[src/rtl/riscv_v_vset_ctrl.sv]
// Sequencer for vsetvl/vsetvli/vsetivli plus arbiter for scalar CSR and saturation writes into
// the vector CSR file. Define RISCV_V_FRAC_LMUL_EN to support fractional LMUL (vlmul 101/110/111).
module riscv_v_vset_ctrl #(
  parameter int unsigned VLEN = 128,
  parameter int unsigned ELEN = 32,
  parameter int unsigned XLEN = 32
) (
  input  logic            clk_i,
  input  logic            rst_i,
  input  logic            vset_valid_i,
  output logic            vset_ready_o,
  input  logic [XLEN-1:0] vset_avl_i,
  input  logic [XLEN-1:0] vset_vtype_i,
  input  logic            vset_max_vl_i,
  input  logic            vset_keep_vl_i,
  input  logic [XLEN-1:0] vl_cur_i,
  output logic            vset_done_o,
  output logic [XLEN-1:0] vset_rd_data_o,
  input  logic            csr_wr_valid_i,
  output logic            csr_wr_ready_o,
  input  logic [11:0]     csr_addr_i,
  input  logic [XLEN-1:0] csr_wdata_i,
  input  logic            sat_set_i,
  output logic            vtype_wr_en_o,
  output logic            vl_wr_en_o,
  output logic            vstart_wr_en_o,
  output logic            vxrm_wr_en_o,
  output logic            vxsat_wr_en_o,
  output logic [XLEN-1:0] vtype_data_o,
  output logic [XLEN-1:0] vl_data_o,
  output logic [XLEN-1:0] vstart_data_o,
  output logic [1:0]      vxrm_data_o,
  output logic            vxsat_data_o
);

  localparam int VlenLog2 = $clog2(VLEN);
  localparam int ElenLog2 = $clog2(ELEN);

  typedef enum logic [1:0] {StIdle, StCalc, StCommit} state_e;

  state_e          state_q;
  logic [XLEN-1:0] avl_q, vl_cur_q;
  logic [XLEN-2:0] vtype_q;  // vtype bit XLEN-1 is not part of the request
  logic            max_vl_q, keep_vl_q;

  logic            vtype_wr_en_q, vl_wr_en_q, vstart_wr_en_q, vxrm_wr_en_q, vxsat_wr_en_q;
  logic            vset_done_q;
  logic [XLEN-1:0] vtype_data_q, vl_data_q, vstart_data_q, vset_rd_data_q;
  logic [1:0]      vxrm_data_q;
  logic            vxsat_data_q;

  logic [2:0]      vlmul, vsew;
  logic            frac, vill;
  int              sew_log2, lmul_log2, vlmax_log2;
  logic [XLEN-1:0] vlmax, vl_new, vtype_new;
  logic            csr_acc, csr_vxsat_hit;

  always_comb begin
    vlmul      = vtype_q[2:0];
    vsew       = vtype_q[5:3];
    frac       = vlmul[2] && (vlmul != 3'b100);
    sew_log2   = 3 + int'(vsew);
    lmul_log2  = frac ? int'(vlmul) - 8 : int'(vlmul);
    vlmax_log2 = VlenLog2 - sew_log2 + lmul_log2;

    vill = 1'b0;
    if (vsew[2])                                     vill = 1'b1;
    if (sew_log2 > ElenLog2)                         vill = 1'b1;
    if (vlmul == 3'b100)                             vill = 1'b1;
    if (|vtype_q[XLEN-2:8])                          vill = 1'b1;
    if (vlmax_log2 < 0)                              vill = 1'b1;
    if (frac && (sew_log2 > ElenLog2 + lmul_log2))   vill = 1'b1;
`ifndef RISCV_V_FRAC_LMUL_EN
    if (frac)                                        vill = 1'b1;
`endif

    vlmax = '0;
    if (!vill) vlmax = XLEN'(1) << vlmax_log2[4:0];

    if (vill)           vl_new = '0;
    else if (max_vl_q)  vl_new = vlmax;
    else if (keep_vl_q) vl_new = (vl_cur_q < vlmax) ? vl_cur_q : vlmax;
    else                vl_new = (avl_q < vlmax) ? avl_q : vlmax;

    vtype_new = vill ? {1'b1, {(XLEN-1){1'b0}}} : {{(XLEN-8){1'b0}}, vtype_q[7:0]};
  end

  // vset requests win over scalar CSR writes for the shared write ports.
  assign csr_wr_ready_o = (state_q == StIdle) && !vset_valid_i;
  assign csr_acc        = csr_wr_valid_i && csr_wr_ready_o;
  assign csr_vxsat_hit  = csr_acc && ((csr_addr_i == 12'h009) || (csr_addr_i == 12'h00F));

  always_ff @(posedge clk_i or posedge rst_i) begin
    if (rst_i) begin
      state_q        <= StIdle;
      avl_q          <= '0;
      vtype_q        <= '0;
      vl_cur_q       <= '0;
      max_vl_q       <= 1'b0;
      keep_vl_q      <= 1'b0;
      vtype_wr_en_q  <= 1'b0;
      vl_wr_en_q     <= 1'b0;
      vstart_wr_en_q <= 1'b0;
      vxrm_wr_en_q   <= 1'b0;
      vxsat_wr_en_q  <= 1'b0;
      vset_done_q    <= 1'b0;
      vtype_data_q   <= '0;
      vl_data_q      <= '0;
      vstart_data_q  <= '0;
      vset_rd_data_q <= '0;
      vxrm_data_q    <= '0;
      vxsat_data_q   <= 1'b0;
    end else begin
      vtype_wr_en_q  <= 1'b0;
      vl_wr_en_q     <= 1'b0;
      vstart_wr_en_q <= 1'b0;
      vxrm_wr_en_q   <= 1'b0;
      vxsat_wr_en_q  <= 1'b0;
      vset_done_q    <= 1'b0;

      unique case (state_q)
        StIdle: begin
          if (vset_valid_i) begin
            avl_q     <= vset_avl_i;
            vtype_q   <= vset_vtype_i[XLEN-2:0];
            vl_cur_q  <= vl_cur_i;
            max_vl_q  <= vset_max_vl_i;
            keep_vl_q <= vset_keep_vl_i;
            state_q   <= StCalc;
          end
        end
        StCalc: begin
          state_q        <= StCommit;
          vtype_wr_en_q  <= 1'b1;
          vl_wr_en_q     <= 1'b1;
          vstart_wr_en_q <= 1'b1;
          vset_done_q    <= 1'b1;
          vtype_data_q   <= vtype_new;
          vl_data_q      <= vl_new;
          vstart_data_q  <= '0;
          vset_rd_data_q <= vl_new;
        end
        StCommit: state_q <= StIdle;
        default:  state_q <= StIdle;
      endcase

      if (csr_acc) begin
        case (csr_addr_i)
          12'h008: begin
            vstart_wr_en_q <= 1'b1;
            vstart_data_q  <= csr_wdata_i;
          end
          12'h00A, 12'h00F: begin
            vxrm_wr_en_q <= 1'b1;
            vxrm_data_q  <= (csr_addr_i == 12'h00A) ? csr_wdata_i[1:0] : csr_wdata_i[2:1];
          end
          default: ;
        endcase
      end

      if (sat_set_i || csr_vxsat_hit) begin
        vxsat_wr_en_q <= 1'b1;
        vxsat_data_q  <= csr_vxsat_hit ? csr_wdata_i[0] : 1'b1;
      end
    end
  end

  assign vset_ready_o   = (state_q == StIdle);
  assign vset_done_o    = vset_done_q;
  assign vset_rd_data_o = vset_rd_data_q;
  assign vtype_wr_en_o  = vtype_wr_en_q;
  assign vl_wr_en_o     = vl_wr_en_q;
  assign vstart_wr_en_o = vstart_wr_en_q;
  assign vxrm_wr_en_o   = vxrm_wr_en_q;
  assign vxsat_wr_en_o  = vxsat_wr_en_q;
  assign vtype_data_o   = vtype_data_q;
  assign vl_data_o      = vl_data_q;
  assign vstart_data_o  = vstart_data_q;
  assign vxrm_data_o    = vxrm_data_q;
  assign vxsat_data_o   = vxsat_data_q;

endmodule

[config.mk]
export PLATFORM = sky130hd
export DESIGN_NAME = riscv_v_vset_ctrl
export DESIGN_NICKNAME = d
export VERILOG_FILES = /design/src/rtl/riscv_v_vset_ctrl.sv
export SDC_FILE = /design/constraint.sdc
export NUM_CORES = 1
export LEC_CHECK = 0
export ABC_AREA = 1
export BUFFER_PORTS_ARGS = -buffer_cell sky130_fd_sc_hd__buf_2
export CAP_MARGIN = 0
export CORE_AREA = 2 2 141 143
export CTS_CLUSTER_SIZE = 14
export DETAILED_ROUTE_END_ITERATION = 8
export DIE_AREA = 0 0 143 145
export GPL_ROUTABILITY_DRIVEN = 0
export PLACE_DENSITY = 0.85
export REMOVE_ABC_BUFFERS = 1
export SLEW_MARGIN = 20
export SYNTH_ARGS = -nofsm -noshare
export SYNTH_HDL_FRONTEND = slang
export SYNTH_SLANG_ARGS = --single-unit
[constraint.sdc]
create_clock -name clk_i -period 9.7 [get_ports clk_i]
set_clock_uncertainty 0.1 [all_clocks]
set_input_delay 0.485 -clock clk_i [delete_from_list [all_inputs] [get_ports clk_i]]
set_output_delay 0.485 -clock clk_i [all_outputs]
set_load 0.03 [all_outputs]
==> summary.md, run 1 <==
| Metric | Value |
|---|---|
| Vias/cell | 5.32 |
| Dominant cells by area after synthesis | dfrtp_1 41%, nand2_1 19%, ha_1 7.8% |
| Post-route ant nets | 0 |
| Max Slew Vio Count | 0 |
| CP peak stage delay | 0.60 ns |
| Syn Inst Count | 1,502 |
| Vias | 10,400 |
| Tcrit/Tclk final | 0.631 |
| Share of the yosys chip area belonging to registers | 0.411 |
| Cts repair resizes | 0 |
| First-pass GRT wire length | 48.4 mm |
| CTS root buffer | clkbuf_16 |
| Chip Height | 145 um |
| WL final | 30.3 mm |
| Hold-fix buffers, CTS | 0 |
| Place WS | 3.81 ns |
| Worst VDD drop | 185 uV |
| Initial DRC count | 982 |
| Run status | completed |
| Power density cells | 197 mW/mm^2 |
| CP arrival | 6.39 ns |
| # DRC | 0 |
| Rows | 51 |
| Initial antenna violation count | 1 |
| # Max-Cap Violations | 0 |
| Yosys top cell by area | dfrtp_1 |
| Worst path required time | 9.97 ns |
| Clk slew on worst S/H paths | 0.07 ns |
| GRT overflow | 0 |
| Flop2flop setup slack | 3.58 ns |
| Clock group share of total power | 0.274 |
| Compound-cell area share of the yosys netlist | 0.0655 |
| Num Clock Sinks | 179 |
| FF+latch count, synth | 179 |
| Nets | 1,901 |
| Type of element capturing the critical path | register |
| Final cell count without fillers | 1,963 |
| Syn. warnings | 0 |
| Setup bufs post-CTS | 0 |
| Sw frac | 0.396 |
| Combinational fraction of design power | 0.348 |
| Sequential share of power | 0.378 |
| Post-Synth Adder-Cell Area | 0.0817 |
| Vias in the first global route | 9,998 |
| Leakage power | 6.93 nW |
| Fin area | 0.0125 sq mm |
| Post-Synth XOR/XNOR Area | 0 |
| Slowest CP cell | nand2_4 |
| Die Wd | 143 um |
| Top-area cell type share of the netlist area | 0.411 |
| Setup TNS | 0 ns |
| Num CTS Buffers | 17 |
| Largest net degree at the start of global routing | 75 |
| Hold Vio Cnt, Final | 0 |
| DR WL/cell | 15.4 um |
| Maximum achievable frequency | 163 MHz |
| Crit path kind | reg -> reg |
| Drt pass-1 iters | 6 |
| Pint | 1.50 mW |
| Finish-stage setup viols | 0 |
| Post-Synth Simple-Gate Area | 0.325 |
| Port buffer count | 261 |
| CTS H-tree depth | 4 |
| Total GRT Usage | 0.291 |
| RSZ-0062 raised after global routing | false |
| Startpoint Class | register |
| CP most frequent cell | nand2_1 |
| Crit Path Max Fanout | 33 |
| Max Buffers Root-to-Sink | 2 |
| Mux cell area share after synthesis | 0 |
| Die ar. | 0.0207 sq mm |
| TritonCTS clock tree | built |
| Syn_area_per_cell | 7.26 sq um |
| Synth cell types | 37 |
| Initial Utilization | 0.568 |
| DPL Wire Length | 20.9 mm |
| Main combinational cell family by area after synthesis | simple AND/OR/NAND/NOR gates |
| Clock latency on the worst-skew pair | 0.44 ns |
| Cell area after synthesis | 0.0109 sq mm |
| Area grow syn2layout | 14.9% |
| Cell count after placement | 1,930 |
| Net Sw Power | 979 uW |
| Layout cells sized above 1 | 0.192 |
| Area after DPL | 0.0120 sq mm |
| # IOs | 286 |
| Final worst slack | 3.58 ns |
| Core area | 0.0192 sq mm |
| Slew margin rel. | 0.211 |
| Worst slew pin tran | 1.18 ns |
| Hold Crit Class | in -> async |
| Minimum clock period after layout | 6.12 ns |
==> final cells by class <==
| class | instances | area, sq um |
|---|---|---|
| inverters | 131 | 497 |
| clock inverters | 12 | 124 |
| clock buffers | 20 | 447 |
| flip-flops and latches | 179 | 4480 |
| multi-input cells | 1083 | 5260 |
| fillers | 1669 | 6670 |
| diodes | 1 | 2.50 |
| repair buffers | 272 | 1390 |
| well taps | 265 | 332 |
==> kinds of logic (layout without fill, tap and decap cells) <==
group           count (synthesis)  count (layout)
flops                         179             179
other cells                     1              24
compound gates                133             133
fa+ha+maj                      70              70
buf+inv                       262             435
simple gates                  857             857
==> state kept, by name (all words and copies together), names as in the netlist, 2 cells and up <==
signal          count
avl_q              32
vl_cur_q           32
vset_rd_data_o     32
vstart_data_o      32
vxrm_data_o         2
state_q             2
vtype_q            31
vtype_data_o        9
==> per-stage QoR <==
step                      power, mW  hold WS [ns]   util
after global routing           2.63         0.102  0.652
final                          2.47        0.0542  0.653
after CTS                      2.47        0.0753  0.652
after detailed placement       1.79         0.360  0.623
after global placement         1.75         0.355  0.623
after floorplan                1.53         0.343      -
==> power groups by stage <==
stage,Sequential [mW],Combinational (mW),Clock (mW)
final,0.935,0.862,0.678
after global routing,0.944,0.969,0.719
after CTS,0.931,0.847,0.688
after detailed placement,0.944,0.842,0
after global placement,0.941,0.807,0
after floorplan,0.931,0.599,0
==> worst paths after layout <==
kind                                   from                 end  cells after the start
max                              vtype_q[3]  vset_rd_data_o[31]                     29
min                                   rst_i   vstart_data_o[10]                      2
max reg2reg                      vtype_q[3]  vset_rd_data_o[31]                     29
min reg2reg                     vtype_q[18]         vtype_q[18]                      2
max in group asynchronous             rst_i  vset_rd_data_o[31]                      3
min in group clk_i         vset_vtype_i[17]         vtype_q[17]                      3
==> layout by cell type, fill, tap and decap left out, types with 8 or more instances in the layout <==
| cell type | instances |
|---|---|
| nand4_1 | 8 |
| nor2_1 | 90 |
| conb_1 | 23 |
| ha_1 | 68 |
| dfrtp_1 | 179 |
| buf_2 | 261 |
| buf_4 | 11 |
| a21oi_1 | 62 |
| nand2_1 | 564 |
| nand3_1 | 165 |
| inv_1 | 125 |
| o21ai_0 | 54 |
| clkbuf_16 | 17 |
==> per-layer routing <==
layer / part of all wire / global-route usage / up-vias
met5: 0.00043 / 0 / -
met4: 0.034 / 0.125 / 2
met3: 0.080 / 0.0558 / 84
met2: 0.47 / 0.480 / 525
met1: 0.42 / 0.371 / 4764
li1: - / - / 5061
==> synthesized netlist by cell type <==
master / count
nand2_1: 565
dfrtp_1: 179
nand3_1: 166
inv_1: 128
nor2_1: 91
ha_1: 68
a21oi_1: 64
buf_4: 63
clkbuf_1: 54
o21ai_0: 54
nand4_1: 8
buf_2: 6
buf_6: 6
nor3_1: 6
nor4_1: 6
a211oi_1: 5
nand2_2: 4
nand2_4: 4
o221ai_1: 3
buf_1: 2
fa_1: 2
inv_2: 2
nand3_2: 2
a2111oi_0: 1
and2_1: 1
clkinv_1: 1
conb_1: 1
nand3_4: 1
nand3b_1: 1
nor2_2: 1
nor2_4: 1
o211a_1: 1
o211ai_1: 1
o21a_1: 1
o221a_2: 1
o22ai_1: 1
o311ai_0: 1
==> worst max-delay path: cells and delay by family, from the launching register on <==
kind | cells | cell delay [ns]
AND/OR/NAND/NOR | 21 | 4.03
buffers and inverters | 5 | 0.49
adder cells (fa/ha/maj) | 3 | 1.02
flip-flops | 1 | 0.38
Power figures use the tool's default switching activity.
==> run 2: changes to the inputs <==
--- a/config.mk
+++ b/config.mk
@@ -8,12 +8,12 @@
 export ABC_AREA = 1
 export BUFFER_PORTS_ARGS = -buffer_cell sky130_fd_sc_hd__buf_2
 export CAP_MARGIN = 0
-export CORE_AREA = 2 2 141 143
+export CORE_AREA = 2 2 153 155
 export CTS_CLUSTER_SIZE = 14
 export DETAILED_ROUTE_END_ITERATION = 8
-export DIE_AREA = 0 0 143 145
+export DIE_AREA = 0 0 155 157
 export GPL_ROUTABILITY_DRIVEN = 0
-export PLACE_DENSITY = 0.85
+export PLACE_DENSITY = 0.77
 export REMOVE_ABC_BUFFERS = 1
 export SLEW_MARGIN = 20
 export SYNTH_ARGS = -nofsm -noshare
==> constraint.sdc (replaced) <==
create_clock -name clk_i -period 5.4 [get_ports clk_i]
set_clock_uncertainty 0.1 [all_clocks]
set_input_delay 0.27 -clock clk_i [delete_from_list [all_inputs] [get_ports clk_i]]
set_output_delay 0.27 -clock clk_i [all_outputs]
set_load 0.03 [all_outputs]
==> run 2 against run 1 <==
Sequential power is 80% higher. Via count rose by 4.9%. Maximum frequency up 24%. Routed wire length up 4.7%. Final cell count increased by 7.7%. Count of clock-buffer cells in the layout is 2 lower. Sequential cell count stayed put. Highest routed layer is now met4. Critical path type unchanged. Critical endpoint is now vset_rd_data_o[16]. Non-clock buffer count is 133 higher.
==> summary.md, run 2 (same netlist as run 1, synthesis figures left out) <==
| Metric | Value |
|---|---|
| Run status | completed (unchanged) |
| Antenna diodes | 0 (was 1) |
| RSZ-0062 raised after global routing | false (unchanged) |
| Final worst slack | 0.471 ns (was 3.58 ns) |
| Top Metal Used | met4 (was met5) |
| Post-route ant nets | 0 (unchanged) |
| Slew margin rel. | 0.249 (was 0.211) |
| Die Wd | 155 um (was 143 um) |
| Area grow syn2layout | 28.3% (was 14.9%) |
| Largest net degree at the start of global routing | 130 (was 75) |
| CP arrival | 5.15 ns (was 6.39 ns) |
| Max Buffers Root-to-Sink | 2 (unchanged) |
| Place WS | 0.339 ns (was 3.81 ns) |
| Worst slew pin tran | 1.12 ns (was 1.18 ns) |
| Vias in the first global route | 10,500 (was 9,998) |
| DPL Wire Length | 20.5 mm (was 20.9 mm) |
| First-pass GRT wire length | 50.2 mm (was 48.4 mm) |
| DR WL/cell | 15.0 um (was 15.4 um) |
| Finish-stage setup viols | 0 (unchanged) |
| Initial DRC count | 921 (was 982) |
| # IOs | 286 (unchanged) |
| Slowest CP cell | dfrtp_1 (was nand2_4) |
| Type of element capturing the critical path | register (unchanged) |
| Max Slew Vio Count | 0 (unchanged) |
| Minimum clock period after layout | 4.93 ns (was 6.12 ns) |
| Most common cell after layout, fill and taps aside | nand2_1 (unchanged) |
| Drt pass-1 iters | 5 (was 6) |
| Initial antenna violation count | 0 (was 1) |
| Final cell count without fillers | 2,115 (was 1,963) |
| Core area | 0.0225 sq mm (was 0.0192 sq mm) |
| Total GRT Usage | 0.257 (was 0.291) |
| Setup bufs post-CTS | 0 (unchanged) |
| Cell count after placement | 1,961 (was 1,930) |
| Hold Vio Cnt, Final | 0 (unchanged) |
| Clk slew on worst S/H paths | 0.07 ns (about the same) |
| Commonest non-fill, non-tap cells in the layout | 564 x nand2_1, 261 x buf_2, 179 x dfrtp_1 (unchanged) |
| Vias/cell | 5.18 (was 5.32) |
| Num CTS Buffers | 17 (unchanged) |
| TritonCTS clock tree | built (unchanged) |
| WL final | 31.7 mm (was 30.3 mm) |
| Vias | 10,900 (was 10,400) |
| Nets | 2,034 (was 1,901) |
| Leakage power | 7.53 nW (was 6.93 nW) |
| WL met2 | 15.4 mm (was 14.2 mm) |
| GRT overflow | 0 (unchanged) |
| Layout cells sized above 1 | 0.188 (was 0.192) |
| Startpoint Class | register (unchanged) |
| # DRC | 0 (unchanged) |
| Hold Crit Class | in -> reg (was in -> async) |
| CTS H-tree depth | 4 (unchanged) |
| Maximum achievable frequency | 203 MHz (was 163 MHz) |
| CP most frequent cell | nand2_1 (unchanged) |
| Clock latency on the worst-skew pair | 0.43 ns (was 0.44 ns) |
| Power density cells | 334 mW/mm^2 (was 197 mW/mm^2) |
| Met3 WL | 2.22 mm (was 2.42 mm) |
| Delay-heaviest family, CP | simple AND/OR/NAND/NOR gates (unchanged) |
| Chip Height | 157 um (was 145 um) |
| Die ar. | 0.0243 sq mm (was 0.0207 sq mm) |
| Tcrit/Tclk final | 0.913 (was 0.631) |
| Num Clock Sinks | 179 (unchanged) |
| Metal-1 WL | 13.2 mm (was 12.6 mm) |
| Crit Path Max Fanout | 32 (was 33) |
| Crit path kind | reg -> reg (unchanged) |
| # Max-Cap Violations | 0 (unchanged) |
| Port buffer count | 261 (unchanged) |
| Worst VDD drop | 250 uV (was 185 uV) |
| CP peak stage delay | 0.39 ns (was 0.60 ns) |
| Initial Utilization | 0.485 (was 0.568) |
| Buf/Inv on CP | 6 (was 5) |
| Rows | 55 (was 51) |
| Worst path required time | 5.62 ns (was 9.97 ns) |
| CTS root buffer | clkbuf_16 (unchanged) |
-- run 2: changes by cell type in the layout (fill, tap and decap cells not counted), moves of 2 or more --
cell,previous run,this run
nor2_4,2,4
inv_8,0,3
clkbuf_1,2,0
bufinv_16,1,3
nand3_4,1,3
nor2_1,90,86
buf_4,11,18
buf_6,0,3
dlygate4sd3_1,0,122
clkinv_2,2,0
nor2_2,1,3
inv_6,5,3
-- run 2: worst paths after layout --
| check | slack (ns) | to | from | cells after the start |
|---|---|---|---|---|
| setup / recovery | 0.47 | vset_rd_data_o[16] | vtype_q[3] | 33 |
| hold / removal | 0.02 | vstart_data_o[1] | csr_wdata_i[1] | 3 |
| setup reg to reg | 0.47 | vset_rd_data_o[16] | vtype_q[3] | 33 |
| hold reg to reg | 0.37 | vtype_q[22] | vtype_q[22] | 2 |
| max in group asynchronous | 3.52 | avl_q[31] | rst_i | 4 |
| min in group asynchronous | 0.45 | vstart_data_o[20] | rst_i | 3 |
-- run 2: layout make-up --
type,instances,area (sq um)
clock inverters,14,195
multi-input cells,1083,5310
fillers,1914,8500
inverters,131,499
flip-flops and latches,179,4480
well taps,285,357
repair buffers,405,2720
clock buffers,18,439
-- run 2: metrics by stage --
step                      hold WS [ns]  TNS, ns  total power [mW]   util  instance area [sq um]
final                           0.0195        0              4.68  0.622                  14000
after global routing            0.0294        0              5.00  0.622                  14000
after CTS                      0.00143        0              4.66  0.619                  13900
after detailed placement         0.359        0              3.25  0.537                  12100
after global placement           0.354        0              3.20  0.537                  12100
after floorplan                  0.287  -144.64              2.75      -                  10200
-- run 2: layer usage --
| layer | up-vias | track usage |
|---|---|---|
| met1 | 5077 | 0.317 |
| met5 | - | 0 |
| li1 | 5321 | - |
| met4 | 0 | 0.108 |
| met3 | 68 | 0.0463 |
| met2 | 483 | 0.446 |
-- run 2: worst reg2reg max path: cells and delay by family, from the launching register on --
kind	cells	cell delay [ns]
and+or+nand+nor	21	2.21
buffers and inverters	6	0.63
adders and majority gates	3	0.96
DFF	1	0.39
AOI/OAI and AO/OA	3	0.51
-- run 2: where the power goes --
| part | total [mW] | switching, mW | internal, mW |
|---|---|---|---|
| combinational | 1.67 | 1.06 | 0.612 |
| sequential | 1.68 | 0.158 | 1.52 |
| clock | 1.33 | 0.574 | 0.757 |
| total | 4.68 | 1.79 | 2.89 |
-- run 2: repair_timing --
item                                    CTS  global route
endpoints found under the setup margin    0            32
endpoints found under the hold margin   248             0
gates resized for setup                   0            14
hold buffers                            122             0
==> run 3: changes to the inputs <==
--- a/config.mk
+++ b/config.mk
@@ -8,10 +8,10 @@
 export ABC_AREA = 1
 export BUFFER_PORTS_ARGS = -buffer_cell sky130_fd_sc_hd__buf_2
 export CAP_MARGIN = 0
-export CORE_AREA = 2 2 153 155
+export CORE_AREA = 3 3 154 156
 export CTS_CLUSTER_SIZE = 14
 export DETAILED_ROUTE_END_ITERATION = 8
-export DIE_AREA = 0 0 155 157
+export DIE_AREA = 0 0 157 159
 export GPL_ROUTABILITY_DRIVEN = 0
 export PLACE_DENSITY = 0.77
 export REMOVE_ABC_BUFFERS = 1
==> run 3 against run 2 <==
The flow now finishes with violations (negative hold slack). Sequential cell count unchanged. Worst hold slack got worse by 0.074 ns. Register-to-register slack got worse by 0.14 ns. Final cell count unchanged. Critical endpoint is now vset_rd_data_o[18]. Routed wire length increased by 0.99%. Clock power about the same. Critical path depth decreased by 3. Highest routed layer unchanged.
==> summary.md, run 3 (same netlist as run 1, synthesis figures left out) <==
| Metric | Value |
|---|---|
| # DRC | 0 (unchanged) |
| Max Buffers Root-to-Sink | 2 (unchanged) |
| DPL Wire Length | 21.0 mm (was 20.5 mm) |
| # Max-Cap Violations | 0 (unchanged) |
| Vias in the first global route | 10,300 (was 10,500) |
| Initial DRC count | 805 (was 921) |
| Total GRT Usage | 0.250 (was 0.257) |
| Max Slew Vio Count | 0 (unchanged) |
| Crit path kind | reg -> reg (unchanged) |
| Fill cell count | 1,957 (was 1,914) |
| Run status | finished with violations (was completed) |
| Type of element capturing the critical path | register (unchanged) |
| Initial Utilization | 0.485 (unchanged) |
| CP arrival | 5.35 ns (was 5.15 ns) |
| Startpoint Class | register (unchanged) |
| Slew margin rel. | 0.323 (was 0.249) |
| Hold Vio Cnt, Final | 58 (was 0) |
| Hold_ws | -0.0543 ns (was 0.0195 ns) |
| Worst VDD drop | 193 uV (was 250 uV) |
| Num CTS Buffers | 17 (unchanged) |
| Layout cells sized above 1 | 0.189 (was 0.188) |
| Rows | 55 (unchanged) |
| Leakage power | 7.52 nW (was 7.53 nW) |
| Area after DPL | 0.0121 sq mm (about the same) |
| Setup bufs post-CTS | 0 (unchanged) |
| Most common cell after layout, fill and taps aside | nand2_1 (unchanged) |
| Largest net degree at the start of global routing | 140 (was 130) |
| Chip Height | 159 um (was 157 um) |
| Core area | 0.0225 sq mm (unchanged) |
| Worst path required time | 5.68 ns (was 5.62 ns) |
| Nets | 2,034 (unchanged) |
| Clock latency on the worst-skew pair | 0.44 ns (was 0.43 ns) |
| Worst slew pin tran | 1.01 ns (was 1.12 ns) |
| Drt pass-1 iters | 6 (was 5) |
| CTS H-tree depth | 4 (unchanged) |
| Clk slew on worst S/H paths | 0.07 ns (about the same) |
| # IOs | 286 (unchanged) |
| GRT overflow | 0 (unchanged) |
| Hold Crit Class | in -> async (was in -> reg) |
| First-pass GRT wire length | 50.9 mm (was 50.2 mm) |
| Commonest non-fill, non-tap cells in the layout | 564 x nand2_1, 261 x buf_2, 179 x dfrtp_1 (unchanged) |
| Initial antenna violation count | 0 (unchanged) |
| Num Clock Sinks | 179 (unchanged) |
| DR WL/cell | 15.1 um (was 15.0 um) |
| Failing checks | negative hold slack |
| CP peak stage delay | 0.39 ns (about the same) |
| Post-route ant nets | 0 (unchanged) |
| Die Wd | 157 um (was 155 um) |
| Power density cells | 334 mW/mm^2 (about the same) |
| Tcrit/Tclk final | 0.939 (was 0.913) |
| Slowest CP cell | dfrtp_1 (unchanged) |
| TritonCTS clock tree | built (unchanged) |
| Area grow syn2layout | 27.8% (was 28.3%) |
| Final core utilization | 0.620 (was 0.622) |
| CTS root buffer | clkbuf_16 (unchanged) |
| Crit Path Max Fanout | 23 (was 32) |
| Fin area | 0.0139 sq mm (was 0.0140 sq mm) |
| Port buffer count | 261 (unchanged) |
| CP most frequent cell | nand2_1 (unchanged) |
| Vias/cell | 5.10 (was 5.18) |
| Minimum clock period after layout | 5.07 ns (was 4.93 ns) |
| Maximum achievable frequency | 197 MHz (was 203 MHz) |
| WL final | 32.0 mm (was 31.7 mm) |
| Antenna diodes | 0 (unchanged) |
| Vias | 10,800 (was 10,900) |
| Finish-stage setup viols | 0 (unchanged) |
| Die ar. | 0.0250 sq mm (was 0.0243 sq mm) |
[run 3: final cells by class]
type	count	area (sq um)	area share
clock buffer	19	443	0.0318
timing repair buffer	405	2700	0.193
tap	285	357	0.0256
clock inverter	13	173	0.0124
sequential	179	4480	0.321
multi-input combinational	1083	5300	0.380
inverter	131	499	0.0358
[run 3: final timing paths]
path                            startpoint                 end  slack (ns)  depth (start not counted)
max                             vtype_q[3]  vset_rd_data_o[18]        0.33                         30
min                                  rst_i      vstart_wr_en_o       -0.05                          2
max reg2reg                     vtype_q[3]  vset_rd_data_o[18]        0.33                         30
min reg2reg                    vtype_q[22]         vtype_q[22]        0.38                          2
max in group asynchronous            rst_i           avl_q[24]        4.14                          3
min in group clk_i         csr_wdata_i[28]   vstart_data_o[28]        0.02                          3
[run 3: metal layers]
metal | global-route usage | routed length (um) | up-vias
met5 | 0 | 0 | -
met4 | 0.0680 | 552 | 0
met3 | 0.0465 | 2270 | 54
met2 | 0.433 | 15500 | 446
met1 | 0.320 | 13600 | 4974
li1 | - | - | 5319
[run 3: where the power goes]
part	internal (mW)	switching, mW
registers	1.52	0.161
logic	0.598	1.06
clock network	0.751	0.573
[run 3: stage by stage]
| stage | hold WS [ns] | cells | worst slack (ns) | power (mW) | TNS (ns) |
|---|---|---|---|---|---|
| after floorplan | 0.287 | 1393 | -1.66 | 2.75 | -144.64 |
| final | -0.0543 | 2115 | 0.329 | 4.66 | 0 |
| after global placement | 0.356 | 1962 | 0.382 | 3.19 | 0 |
| after global routing | 0.0164 | 2115 | -0.0133 | 4.97 | -0.0274 |
| after detailed placement | 0.360 | 1962 | 0.287 | 3.24 | 0 |
| after CTS | 0.00281 | 2115 | 0.264 | 4.65 | 0 |
[run 3: critical path, delay by kind of cell, from the launching register on]
| kind | cells | cell delay, ns |
|---|---|---|
| flops | 1 | 0.39 |
| compound gates | 4 | 0.82 |
| simple gates | 17 | 1.75 |
| buf+inv | 6 | 0.98 |
| fa+ha+maj | 3 | 0.96 |
[run 3: timing repair]
item                                    in CTS  in global routing
resized for setup                            0                 10
endpoints found under the setup margin       0                 32
hold buffers                               121                  0
endpoints found under the hold margin      122                  0
